[src/rtl/core_pkg.sv]
// Core-wide sizing constants and shared pipeline types.
// The register-read stage takes its default geometry from here.
package core_pkg;

    localparam int NUM_EX_PIPES = 3;
    localparam int NUM_PREGS    = 64;
    localparam int PREG_IDX_W   = $clog2(NUM_PREGS);
    localparam int RR_DATA_W    = 32;
    localparam int RR_UOP_W     = 64;

    // Operand packet at the default geometry. Non-default instances build an
    // equivalent struct from their own parameters.
    typedef struct packed {
        logic [RR_UOP_W-1:0]   uop;
        logic [PREG_IDX_W-1:0] dst;
        logic [RR_DATA_W-1:0]  src1_val;
        logic [RR_DATA_W-1:0]  src2_val;
    } rr_entry_t;

endpackage

[src/rtl/rr_bypass_mux.sv]
// Forwards a same-cycle writeback over the register-file read value.
// When several ports hit, the highest port wins, matching the register-file write order.
module rr_bypass_mux
    import core_pkg::*;
#(
    parameter int PREG_W = PREG_IDX_W,
    parameter int DATA_W = 32,
    parameter int NWB    = NUM_EX_PIPES
) (
    input  logic [PREG_W-1:0]     src_reg,
    input  logic [DATA_W-1:0]     prf_val,
    input  logic [NWB-1:0]        wb_valid,
    input  logic [NWB*PREG_W-1:0] wb_dst_index,
    input  logic [NWB*DATA_W-1:0] wb_dst_val,
    output logic [DATA_W-1:0]     fwd_val
);

    logic [NWB-1:0] hit;

    generate
        for (genvar gi = 0; gi < NWB; gi++) begin : g_hit
            assign hit[gi] = wb_valid[gi] && (wb_dst_index[gi*PREG_W +: PREG_W] == src_reg);
        end
    endgenerate

    // Ascending scan, so the last hit seen belongs to the highest port.
    always_comb begin
        fwd_val = prf_val;
        for (int i = 0; i < NWB; i++) begin
            if (hit[i]) begin
                fwd_val = wb_dst_val[i*DATA_W +: DATA_W];
            end
        end
    end

endmodule

[src/rtl/reg_read_stage.sv]
// Register-read stage: reads the register file, forwards writebacks, and hands
// operand packets to execute through an output register plus one skid entry.
module reg_read_stage
    import core_pkg::*;
#(
    parameter int PREG_W = PREG_IDX_W,
    parameter int DATA_W = 32,
    parameter int UOP_W  = 64,
    parameter int NWB    = NUM_EX_PIPES
) (
    input  logic                  clk,
    input  logic                  rst,
    input  logic                  flush,
    input  logic                  iss_valid,
    output logic                  iss_ready,
    input  logic [PREG_W-1:0]     iss_src1_reg,
    input  logic [PREG_W-1:0]     iss_src2_reg,
    input  logic [PREG_W-1:0]     iss_dst_reg,
    input  logic [UOP_W-1:0]      iss_uop,
    output logic [PREG_W-1:0]     prf_src1_reg,
    output logic [PREG_W-1:0]     prf_src2_reg,
    input  logic [DATA_W-1:0]     prf_src1_val,
    input  logic [DATA_W-1:0]     prf_src2_val,
    input  logic [NWB-1:0]        wb_valid,
    input  logic [NWB*PREG_W-1:0] wb_dst_index,
    input  logic [NWB*DATA_W-1:0] wb_dst_val,
    output logic                  ex_valid,
    input  logic                  ex_ready,
    output logic [DATA_W-1:0]     ex_src1_val,
    output logic [DATA_W-1:0]     ex_src2_val,
    output logic [PREG_W-1:0]     ex_dst_reg,
    output logic [UOP_W-1:0]      ex_uop
);

    typedef struct packed {
        logic [UOP_W-1:0]  uop;
        logic [PREG_W-1:0] dst;
        logic [DATA_W-1:0] src1_val;
        logic [DATA_W-1:0] src2_val;
    } entry_t;

    entry_t out_reg, out_next;
    entry_t skid_reg, skid_next;
    entry_t new_entry;
    logic   out_valid_reg, out_valid_next;
    logic   skid_valid_reg, skid_valid_next;
    logic   iss_ready_reg;
    logic   iss_fire, ex_fire;
    logic [DATA_W-1:0] fwd1_val, fwd2_val;

    assign prf_src1_reg = iss_src1_reg;
    assign prf_src2_reg = iss_src2_reg;

    rr_bypass_mux #(.PREG_W(PREG_W), .DATA_W(DATA_W), .NWB(NWB)) u_byp1 (
        .src_reg      (iss_src1_reg),
        .prf_val      (prf_src1_val),
        .wb_valid     (wb_valid),
        .wb_dst_index (wb_dst_index),
        .wb_dst_val   (wb_dst_val),
        .fwd_val      (fwd1_val)
    );

    rr_bypass_mux #(.PREG_W(PREG_W), .DATA_W(DATA_W), .NWB(NWB)) u_byp2 (
        .src_reg      (iss_src2_reg),
        .prf_val      (prf_src2_val),
        .wb_valid     (wb_valid),
        .wb_dst_index (wb_dst_index),
        .wb_dst_val   (wb_dst_val),
        .fwd_val      (fwd2_val)
    );

    assign iss_fire  = iss_valid && iss_ready_reg;
    assign ex_fire   = out_valid_reg && ex_ready;
    assign new_entry = '{uop: iss_uop, dst: iss_dst_reg, src1_val: fwd1_val, src2_val: fwd2_val};

    // SKID only fills while OUT is valid, so OUT is always the older entry.
    always_comb begin
        out_next        = out_reg;
        skid_next       = skid_reg;
        out_valid_next  = out_valid_reg;
        skid_valid_next = skid_valid_reg;
        if (flush) begin
            out_valid_next  = 1'b0;
            skid_valid_next = 1'b0;
        end else if (ex_fire) begin
            if (skid_valid_reg) begin
                out_next        = skid_reg;
                skid_valid_next = iss_fire;
                if (iss_fire) skid_next = new_entry;
            end else begin
                out_valid_next = iss_fire;
                if (iss_fire) out_next = new_entry;
            end
        end else if (out_valid_reg) begin
            if (iss_fire) begin
                skid_next       = new_entry;
                skid_valid_next = 1'b1;
            end
        end else if (iss_fire) begin
            out_next       = new_entry;
            out_valid_next = 1'b1;
        end
    end

    always_ff @(posedge clk) begin
        if (rst) begin
            out_reg        <= '0;
            skid_reg       <= '0;
            out_valid_reg  <= 1'b0;
            skid_valid_reg <= 1'b0;
            iss_ready_reg  <= 1'b1;
        end else begin
            out_reg        <= out_next;
            skid_reg       <= skid_next;
            out_valid_reg  <= out_valid_next;
            skid_valid_reg <= skid_valid_next;
            iss_ready_reg  <= !skid_valid_next;
        end
    end

    assign iss_ready   = iss_ready_reg;
    assign ex_valid    = out_valid_reg;
    assign ex_src1_val = out_reg.src1_val;
    assign ex_src2_val = out_reg.src2_val;
    assign ex_dst_reg  = out_reg.dst;
    assign ex_uop      = out_reg.uop;

endmodule

[config.mk]
export PLATFORM = sky130hd
export DESIGN_NAME = reg_read_stage
export DESIGN_NICKNAME = d
export VERILOG_FILES = /design/src/rtl/core_pkg.sv /design/src/rtl/rr_bypass_mux.sv /design/src/rtl/reg_read_stage.sv
export SDC_FILE = /design/constraint.sdc
export NUM_CORES = 1
export LEC_CHECK = 0
export BUFFER_PORTS_ARGS = -buffer_cell sky130_fd_sc_hd__buf_2
export CAP_MARGIN = 40
export CORE_ASPECT_RATIO = 1.5
export CORE_MARGIN = 8
export CORE_UTILIZATION = 50
export CTS_CLUSTER_SIZE = 14
export DETAILED_ROUTE_END_ITERATION = 10
export GPL_TIMING_DRIVEN = 1
export PLACE_DENSITY_LB_ADDON = 0.1
export SETUP_SLACK_MARGIN = 0.1
export SYNTH_ARGS = -nofsm -noshare
export SYNTH_HDL_FRONTEND = slang
export SYNTH_HIERARCHICAL = 1
export SYNTH_SLANG_ARGS = --single-unit
export TNS_END_PERCENT = 30
[constraint.sdc]
create_clock -name clk -period 1.66 [get_ports clk]
set_input_delay 0 -clock clk [delete_from_list [all_inputs] [get_ports clk]]
set_output_delay 0 -clock clk [all_outputs]
set_load 0.005 [all_outputs]
# Word-level counts from Yosys, hierarchy flattened

Cells that the tools add are included.

Equality and inequality tests: 9
Muxes and demuxes: 23
Bitwise gates (word level): 1
Reductions and logical operators: 13

Operator list:

| cell                                                             | count |
|---|---|
| 134-bit 2-to-1 mux                                               | 8 |
| 32-bit 2-to-1 mux                                                | 6 |
| 6-bit == test                                                    | 6 |
| 1-bit 2-to-1 mux                                                 | 9 |
| 1-bit logical AND                                                | 8 |
| 2-bit != test (second input constant)                            | 2 |
| 3-bit AND reduction                                              | 1 |
| 2-bit by 1-bit != test with 1-bit output (second input constant) | 1 |
| 2-bit AND reduction                                              | 1 |
| 2-bit nonzero test                                               | 1 |
| 2-bit OR reduction                                               | 1 |
| 1-bit zero test                                                  | 1 |
| 1-bit NOT                                                        | 1 |

Register bits: 271
Output and inout port bits: 148

# Logic depth before layout (Yosys ltp)

Gate-level depths: netlist of the first run.

Word-level depth: 8
Mapped depth: 9
Gate-level depth less buffers: 7

# By module

The synthesis of the first run kept the hierarchy.

Modules (own cells, without submodules):

| module         | times used | cells each | area an instance (um2) |
|---|---|---|---|
| reg_read_stage | 1          | 1301       | 12478.2 |
| rr_bypass_mux  | 2          | 209        | 1507.7 |

# Worst setup path before layout of the first run

No wires, ideal clock.

Kind: register to register
From: register iss_ready_reg (netlist: iss_ready)
To: register out_reg, in the netlist ex_dst_reg[0]
Setup time: 81 ps
Arrival time: 1394 ps
Data required time: 1579 ps
Path slack: 185 ps
Stages on the path, launching flop included: 7
Clock period less this slack: 1475 ps
Cell sequence: dfxtp_1 -> a22o_1 -> buf_2 -> buf_4 -> clkbuf_1 -> a31oi_1 -> a211oi_2

Cells in the longest elaborated chain, start to end: 4

RTL lines:

| element                               | line                  | RTL |
|---|---|---|
| from (decl)                           | reg_read_stage.sv:47  | `logic iss_ready_reg;` |
| from (signal assigned)                | reg_read_stage.sv:117 | `iss_ready_reg <= !skid_valid_next;` |
| 1-bit logical AND *                   | reg_read_stage.sv:72  | `assign iss_fire = iss_valid && iss_ready_reg;` |
| 134-bit 2-to-1 mux *                  | -                     |  |
| 134-bit 2-to-1 mux (on tied branches) | -                     |  |
| 134-bit 2-to-1 mux *                  | -                     |  |
| to (signal assigned)                  | reg_read_stage.sv:113 | `out_reg <= out_next;` |
| to (decl)                             | reg_read_stage.sv:42  | `entry_t out_reg, out_next;` |

Every way passes the cells marked *; elsewhere a longest branch is shown, timed or not. The select of a mux whose other input is x is not followed.
A chain may end at the register's enable or synchronous reset.

# Worst setup path in the final report of the first run

From: register out_valid_reg (netlist: ex_valid)
To: register out_reg, in the netlist ex_src2_val[12]

Cells in the longest elaborated chain, start to end: 3

RTL lines:

| element                                                   | line                  | RTL |
|---|---|---|
| from (decl)                                               | reg_read_stage.sv:45  | `logic out_valid_reg, out_valid_next;` |
| from (signal assigned)                                    | reg_read_stage.sv:115 | `out_valid_reg <= out_valid_next;` |
| 1-bit logical AND                                         | reg_read_stage.sv:73  | `assign ex_fire = out_valid_reg && ex_ready;` |
| 2-bit by 1-bit != test with 1-bit output (no source line) | -                     |  |
| 2-bit AND reduction (no source line)                      | -                     |  |

Parallel ways exist; a longest one is shown, timed or not.

==> flow_summary.json, run 1 <==
{
  "status": "finished, final reports clean",
  "rr_endpoint": "ex_src2_val[12]",
  "port_buffers": 415,
  "final_area_sq_um": 20620,
  "netlist.top_cell.by_area": "dfxtp_1",
  "cp_slowest_cell": "dfxtp_4",
  "coreArea_sq_um": 30740,
  "hp-class": "in2reg",
  "cp_data_arrival_time_ps": 1990,
  "synthToLayoutAreaGrowth_pct": 33.12,
  "ant_nets": 0,
  "reg2reg_slack_ps": 110,
  "synthTopCellsByArea": "dfxtp_1 (35%), o31ai_1 (9.6%), a211oi_2 (9.5%)",
  "drt_pass1_iterations": 6,
  "crit_buf_inv": 1,
  "synth_top_area_share_pct": 35.02,
  "grt_setup_unrepaired": "true",
  "grt_pass1_vias": 16796,
  "reg2regPathDepth": 4,
  "critical_path_class": "reg2reg",
  "track_usage_pct": 31.33,
  "via_per_inst": 6.473,
  "dp.cells": 2397,
  "ys.warnings.count": 6,
  "numClockSinks": 271,
  "synth_area_sq_um": 15490,
  "place_area_sq_um": 18270,
  "ys_ff_latch": 271,
  "drt_wl_total_um": 61660,
  "routedWlPerCell_um": 23.87,
  "critical-path-top-delay-family": "compound AO/OA/AOI/OAI gates",
  "clkTransAtPathRegs_ps": 70,
  "period_needed_ps": 1547,
  "vias": 16721,
  "grt_max_degree": 80,
  "tightest_slew_ps": 598.0,
  "skew_ps": 12.88,
  "max_freq_mhz": 646.3,
  "vdd.ir_drop.worst_mv": 0.6384,
  "relSlewSlack_pct": 60.13,
  "cp-end-kind": "flop",
  "power_leakage_uw": 0.008545,
  "grt-ovfl-total": 0,
  "clock_latency_ps": 550,
  "syn_inst": 1719,
  "hold_viol": 0,
  "crit_cells": 4,
  "pre_cts_ws_ps": -399.7,
  "setup_tns_ps": 0,
  "worst-path-max-fanout": 70,
  "ys_seq_area_share_pct": 35.02,
  "largest_reg_flops": 134,
  "hold_depth": 5,
  "critPathRequiredTime_ps": 2110,
  "cts-htree-levels": 1,
  "finalMaxSlewViolations": 0,
  "dieArea_sq_um": 36990,
  "p_per_area_nw_per_um2": 806.7,
  "antenna_found_initial": 0,
  "timing.final.ws_setup_ps": 112.7,
  "drtIter0Drc": 1369,
  "drive_above_1_share_pct": 32.72,
  "synth_nets": 1987,
  "die_w_um": 159.7,
  "grt_pass1_wl_um": 95500,
  "cp_slowest_stage_delay_ps": 450,
  "period_share_pct": 93.21,
  "globalplace.congestion": 0.9157,
  "instances_no_fill": 2583,
  "start_util_pct": 50.40,
  "path_cells": "a22o_4 > buf_16 > a31oi_1 > a211oi_1",
  "cp-start-kind": "flop",
  "cts_buffers": 26,
  "rows": 79,
  "avgSynthCellArea_sq_um": 9.013,
  "dp_hpwl_um": 40090,
  "min_from": "wb_dst_val[12]",
  "tritoncts": "yes",
  "final_nets": 2425,
  "setup_viol": 0,
  "ios": 416,
  "cts_root_buffer": "clkbuf_16",
  "max-cap-violations": 0,
  "r2r_start": "ex_valid",
  "hold_end": "skid_reg[12]",
  "fp.dieH_um": 231.6,
  "ys_types": 37,
  "holdWs_ps": 51.28,
  "drc": 0,
  "clockBufferDepth": 3
}
cell usage after synthesis:
cell and n:
nor2b_1 1, nand4_1 136, nor2_1 65, buf_1 19, a211oi_2 118, and4_4 2
and3b_1 1, clkbuf_1 131, buf_2 62, o31ai_1 198, a211oi_1 79, inv_2 2
and3_4 1, nor3_2 2, nor4_4 2, nand3_2 2, buf_4 15, a22o_1 1
xnor2_1 24, buf_6 22, xor2_1 12, o32ai_1 1, nand3_1 1, mux2i_1 134
and2_1 3, o21a_1 65, nand3b_1 1, nand2b_1 2, and3_1 1, a21oi_1 136
nor2_4 2, inv_1 2, o21ai_0 2, dfxtp_1 271, nand4_2 2, a31oi_1 133
nand2_1 68
timing repair:
action,CTS,global route
endpoints found under the setup margin,83,177
pin swaps,0,1
cloned,0,1
hold buffers,135,0
gates resized for setup,4,11
setup buffers,0,1
hold endpoints to repair,243,0
final cells by class:
cell class                      instances  area [sq um]
Clock inverter                         10         153.9
Fill cell                            2469         10120
Inverter                                4         20.02
Clock buffer                           37         753.2
Timing Repair Buffer                  659          4870
Sequential cell                       271          5431
Tap cell                              405         506.7
Multi-Input combinational cell       1195          8885
Antenna cell                            2         5.005
tightest hold or removal path, delay by kind of cell:
kind,cells,cell delay [ps]
AND/OR/NAND/NOR,1,90
buffers and inverters,1,120
AO/OA/AOI/OAI,3,340
power breakdown:
part / internal (uW) / switching, uW
Clock: 3770 / 2630
Combinational: 1430 / 1880
Sequential: 6760 / 172
Total: 12000 / 4680
worst max-delay path by stage:
stage,start,end
2_1_floorplan,iss_ready,ex_dst_reg[0]
4_1_cts,ex_valid,ex_valid
3_3_place_gp,iss_src1_reg[0],ex_src1_val[2]
5_1_grt,ex_valid,ex_src2_val[12]
6_report,ex_valid,ex_src2_val[12]
3_5_place_dp,iss_src1_reg[0],ex_src1_val[2]
placed cells by master (no fill, tap or decap), types with 3 or more instances in the layout:
cell,count
o31ai_1,197
buf_2,414
a21oi_1,136
buf_16,3
dfxtp_1,268
xor2_1,12
clkinv_2,5
a211oi_1,77
nor2_1,65
xnor2_1,24
a31oi_1,133
nand4_1,136
buf_12,41
clkbuf_1,6
buf_4,59
nand2_1,68
clkbuf_16,28
o21a_1,65
bufinv_16,4
a211oi_2,120
buf_6,4
dlygate4sd3_1,135
clkbuf_8,4
mux2i_1,134
per-stage QoR:
stage | total power [uW] | utilization (%)
after floorplan | 8624 | -
after global placement | 10010 | 59.42
after detailed placement | 10040 | 59.42
after CTS | 16670 | 66.82
after global routing | 17190 | 67.08
final | 16640 | 67.09
cell families after synthesis:
kind of cell              Yosys count  share of synthesized area [%]
and+or+nand+nor                   292                          10.19
muxes                             134                          8.657
AOI/OAI and AO/OA                 733                          36.04
buffers and inverters             253                          8.060
xor gates and xnor gates           36                          2.035
DFF                               271                          35.02
routing by layer:
metal / GRT usage, % / vias to the layer above / wire (um)
li1: - / 7556 / -
met1: 36.58 / 7991 / 23070
met2: 53.01 / 977 / 29510
met3: 6.109 / 197 / 5324
met4: 17.95 / 0 / 3758
met5: 0 / - / 0
(Power assumes the default switching activity.)
==> run 2, diff against run 1 <==
--- a/config.mk
+++ b/config.mk
@@ -13,7 +13,7 @@
 export CTS_CLUSTER_SIZE = 14
 export DETAILED_ROUTE_END_ITERATION = 10
 export GPL_TIMING_DRIVEN = 1
-export PLACE_DENSITY_LB_ADDON = 0.1
+export PLACE_DENSITY = 0.75
 export SETUP_SLACK_MARGIN = 0.1
 export SYNTH_ARGS = -nofsm -noshare
 export SYNTH_HDL_FRONTEND = slang
==> run 2 against run 1 <==
Sequential share of layout area barely moved. Final cell count rose by 0.23%. Flip-flop and latch count did not move. Highest routed layer unchanged. Non-clock buffer count rose by 6. Utilization rose by 0.11 points. Register-to-register slack barely moved. Global-route usage rose by 0.28 points. Largest power group unchanged. Maximum frequency fell by 2.8%. Via count rose by 2.3%. Worst setup slack got worse by 45 ps. Critical endpoint is now ex_src1_val[24]. Sequential power barely moved.
==> flow_summary.json, run 2 (synthesis gave the netlist of run 1 again) <==
{
  "status": "finished, final reports clean",
  "max_freq_mhz": 628.1,
  "start_util_pct": 50.40,
  "worst-path-max-fanout": 8,
  "routedWlPerCell_um": 24.02,
  "port_buffers": 415,
  "die_w_um": 159.7,
  "period_needed_ps": 1592,
  "final_nets": 2431,
  "vdd.ir_drop.worst_mv": 0.5461,
  "fillers": 2372,
  "final_area_sq_um": 20660,
  "ant_nets": 0,
  "globalplace.congestion": 0.9398,
  "finalMaxSlewViolations": 0,
  "final_cell_mix": "buf_2 (414), dfxtp_1 (268), o31ai_1 (193)",
  "drtIter0Drc": 1858,
  "tightest_slew_ps": 601.3,
  "coreArea_sq_um": 30740,
  "dieArea_sq_um": 36990,
  "clock_latency_ps": 550,
  "drt_wl_total_um": 62190,
  "drt_pass1_iterations": 9,
  "critPathRequiredTime_ps": 2120,
  "p_per_area_nw_per_um2": 794.9,
  "ios": 416,
  "layout_commonest_cell": "buf_2",
  "grt_setup_unrepaired": "true",
  "max-cap-violations": 0,
  "critical_path_class": "in2reg",
  "instances_no_fill": 2589,
  "hold_viol": 0,
  "hp-class": "in2reg",
  "skew_ps": 10.01,
  "vias": 17099,
  "grt-ovfl-total": 0,
  "via_per_inst": 6.604,
  "grt_max_degree": 86,
  "largest_reg_flops": 134,
  "cts-htree-levels": 1,
  "rows": 79,
  "total_power_uw": 16420,
  "relSlewSlack_pct": 59.92,
  "timing.final.ws_setup_ps": 67.90,
  "place_area_sq_um": 18390,
  "cp_data_arrival_time_ps": 2050,
  "cts_root_buffer": "clkbuf_16",
  "cp-end-kind": "flop",
  "clockBufferDepth": 3,
  "synthToLayoutAreaGrowth_pct": 33.33,
  "track_usage_pct": 31.62,
  "drive_above_1_share_pct": 33.43,
  "pre_cts_ws_ps": -468.4,
  "cts_buffers": 26,
  "power_leakage_uw": 0.008589,
  "antenna_found_initial": 2,
  "dp_hpwl_um": 40280,
  "period_share_pct": 95.91,
  "clkTransAtPathRegs_ps": 60,
  "dp.cells": 2409,
  "grt_pass1_wl_um": 96680,
  "setup_viol": 0,
  "drc": 0,
  "cp-start-kind": "input port",
  "numClockSinks": 271,
  "fp.dieH_um": 231.6,
  "grt_pass1_vias": 17358,
  "tritoncts": "yes"
}
[run 2: cell types whose count changed in the layout (fill, tap and decap cells not counted), sizes merged]
cell | before | now
buf | 523 | 537
dlygate4sd3 | 135 | 127
diode | 2 | 3
clkbuf | 38 | 40
clkinv | 6 | 5
bufinv | 4 | 2
[run 2: metrics by stage]
step / setup TNS, ps / hold WS [ps] / util [%]
after global placement: -20050 / 245.4 / 59.84
after global routing: 0 / 41.58 / 67.18
after detailed placement: -28600 / 244.5 / 59.84
final: 0 / 27.09 / 67.20
after CTS: 0 / 5.528 / 66.85
after floorplan: 0 / 80.82 / -
[run 2: area by class of cell]
type	instances	area (sq um)	area share (%)
clock inverters	7	85.08	0.4119
clock buffers	39	770.7	3.731
inverters	4	20.02	0.09691
multi-input cells	1195	8910	43.13
repair buffers	665	4926	23.85
well taps	405	506.7	2.453
diodes	3	7.507	0.03634
flip-flops and latches	271	5431	26.29
[run 2: metal layers]
layer,global-route usage [%],wire length (um)
met4,19.81,4005
met1,36.28,22770
met3,6.979,5686
met5,0,0
met2,52.88,29720
[run 2: final timing paths]
kind                    from              end  slack [ps]  depth (start not counted)
min           wb_dst_val[93]     skid_reg[61]          30                          6
min reg2reg     skid_reg[87]     skid_reg[87]         470                          2
max reg2reg         ex_valid    ex_dst_reg[1]         120                          4
max          iss_src1_reg[1]  ex_src1_val[24]          70                          9
[run 2: critical path: stages]
cell      delay [ps]
buf_2            130
xnor2_1          250
and4_4           260
and2_2           180
buf_4            200
a211oi_2          70
o31ai_1          450
mux2i_1          250
a211oi_2         250
[run 2: repair_timing]
| action | 4_1_cts | 5_1_grt |
|---|---|---|
| gates resized for setup | 7 | 14 |
| pin swaps | 0 | 2 |
| gates cloned | 0 | 1 |
| endpoints found under the setup margin | 24 | 228 |
| hold endpoints to repair | 222 | 0 |
| setup buffers | 0 | 3 |
| hold buffers | 127 | 0 |
[run 2: power breakdown]
part	internal, uW	leakage [uW]	switching (uW)
clock	3510	0.000425	2620
combinational	1460	0.00595	1900
sequential	6760	0.00221	177
==> run 3, diff against run 2 <==
==> constraint.sdc (replaced) <==
create_clock -name clk -period 2 [get_ports clk]
set_input_delay 0 -clock clk [delete_from_list [all_inputs] [get_ports clk]]
set_output_delay 0 -clock clk [all_outputs]
set_load 0.005 [all_outputs]
==> run 3 against run 2 <==
Critical path type unchanged. Worst setup slack better by 10 ps. Power is 20% lower. Routed wire length is 0.37% lower. Critical endpoint is now skid_reg[52]. Highest routed layer unchanged.
==> flow_summary.json, run 3 (synthesis gave the netlist of run 1 again) <==
{
  "final_cell_mix": "buf_2 (414), dfxtp_1 (270), o31ai_1 (192)",
  "dp_hpwl_um": 38440,
  "critPathRequiredTime_ps": 2470,
  "routedWlPerCell_um": 24.05,
  "cts_buffers": 25,
  "p_per_area_nw_per_um2": 646.3,
  "post-route-util_pct": 66.45,
  "clock_latency_ps": 540,
  "tightest_slew_ps": 919.0,
  "skew_ps": 11.74,
  "numClockSinks": 271,
  "track_usage_pct": 30.75,
  "max-cap-violations": 0,
  "multi_input_area_sq_um": 8907,
  "grt_setup_unrepaired": "true",
  "via_per_inst": 6.689,
  "coreArea_sq_um": 30740,
  "status": "finished, final reports clean",
  "cts-htree-levels": 1,
  "cp-start-kind": "input port",
  "drive_above_1_share_pct": 31.81,
  "grt_max_degree": 80,
  "hold_viol": 0,
  "fp.dieH_um": 231.6,
  "dieArea_sq_um": 36990,
  "drt_pass1_iterations": 6,
  "drc": 0,
  "grt_pass1_wl_um": 95000,
  "final_nets": 2421,
  "fillers": 2403,
  "die_w_um": 159.7,
  "hp-class": "in2reg",
  "relSlewSlack_pct": 38.73,
  "ios": 416,
  "antenna_found_initial": 2,
  "cp_data_arrival_time_ps": 2390,
  "tritoncts": "yes",
  "synthToLayoutAreaGrowth_pct": 31.85,
  "clkTransAtPathRegs_ps": 70,
  "start_util_pct": 50.40,
  "grt-ovfl-total": 0,
  "setup_viol": 0,
  "critical_path_class": "in2reg",
  "drt_wl_total_um": 61960,
  "finalMaxSlewViolations": 0,
  "worst-path-max-fanout": 22,
  "max_freq_mhz": 520.3,
  "layout_commonest_cell": "buf_2",
  "port_buffers": 415,
  "holdWs_ps": 39.50,
  "seq_area_sq_um": 5429,
  "clockBufferDepth": 3,
  "period_needed_ps": 1922,
  "grt_pass1_vias": 16994,
  "period_share_pct": 96.09,
  "vdd.ir_drop.worst_mv": 0.5296,
  "cts_root_buffer": "clkbuf_16",
  "cp-end-kind": "flop",
  "rows": 79,
  "globalplace.congestion": 0.9201,
  "vias": 17230,
  "largest_reg_flops": 134,
  "drtIter0Drc": 1879,
  "ant_nets": 0,
  "power_leakage_uw": 0.008441
}
## run 3: cell types whose count changed in the layout (fill, tap and decap cells not counted), sizes merged
| cell | change |
|---|---|
| dlygate4sd3 | +25 |
| clkinv | +1 |
| clkbuf | -1 |
| diode | -1 |
| bufinv | -1 |
| buf | -36 |
## run 3: final timing paths
check                       start            end  slack [ps]  cells after the start
setup / recovery  iss_src1_reg[0]   skid_reg[52]          80                     11
hold / removal     wb_dst_val[95]   skid_reg[31]          40                      6
setup reg to reg   skid_valid_reg   skid_reg[67]         240                      4
hold reg to reg     skid_reg[109]  skid_reg[109]         470                      2
## run 3: what timing repair did
action / 4_1_cts / 5_1_grt
endpoints found under the hold margin: 226 / 0
endpoints found under the setup margin: 1 / 20
cloned: 0 / 3
setup buffers: 0 / 4
resized for setup: 1 / 7
hold buffers: 152 / 0
pin swaps: 0 / 2
## run 3: worst max-delay path: stages
cell and delay, ps:
buf_2 140, xnor2_1 200, and4_4 260, and2_2 180, buf_12 190, buf_4 150, a211oi_2 40, o31ai_1 350
dlygate4sd3_1 610, nand4_1 80, a21oi_1 160
## run 3: routing by layer
| layer | global-route usage, % | share of wire (%) |
|---|---|---|
| met5 | 0 | 0 |
| met4 | 17.83 | 7.0 |
| met3 | 5.328 | 8.8 |
| met2 | 51.69 | 47 |
| met1 | 36.50 | 37 |
## run 3: stage by stage
stage / total power [uW] / worst slack [ps] / cell area, sq um / setup TNS, ps / cells
after CTS: 13180 / 125.6 / 20280 / 0 / 2567
after global placement: 8220 / -117.1 / 17980 / -244.8 / 2372
after detailed placement: 8263 / -97.14 / 17980 / -380.6 / 2372
after floorplan: 7158 / 524.8 / 15490 / 0 / 1719
final: 13200 / 78.16 / 20430 / 0 / 2576
after global routing: 13610 / 17.05 / 20420 / 0 / 2574
## run 3: where the power goes
group / total [uW] / internal [uW] / switching, uW / leakage (uW)
Combinational: 2730 / 1170 / 1560 / 0.00584
Clock: 4730 / 2610 / 2120 / 0.000389
Sequential: 5750 / 5610 / 141 / 0.00221
## run 3: layout make-up
class	instances	share of cell area [%]
Antenna cell	2	0.02450
Clock buffer	36	3.510
Clock inverter	7	0.2940
Inverter	4	0.09800
Multi-Input combinational cell	1195	43.60
Sequential cell	271	26.58
Tap cell	405	2.481
Timing Repair Buffer	656	23.42
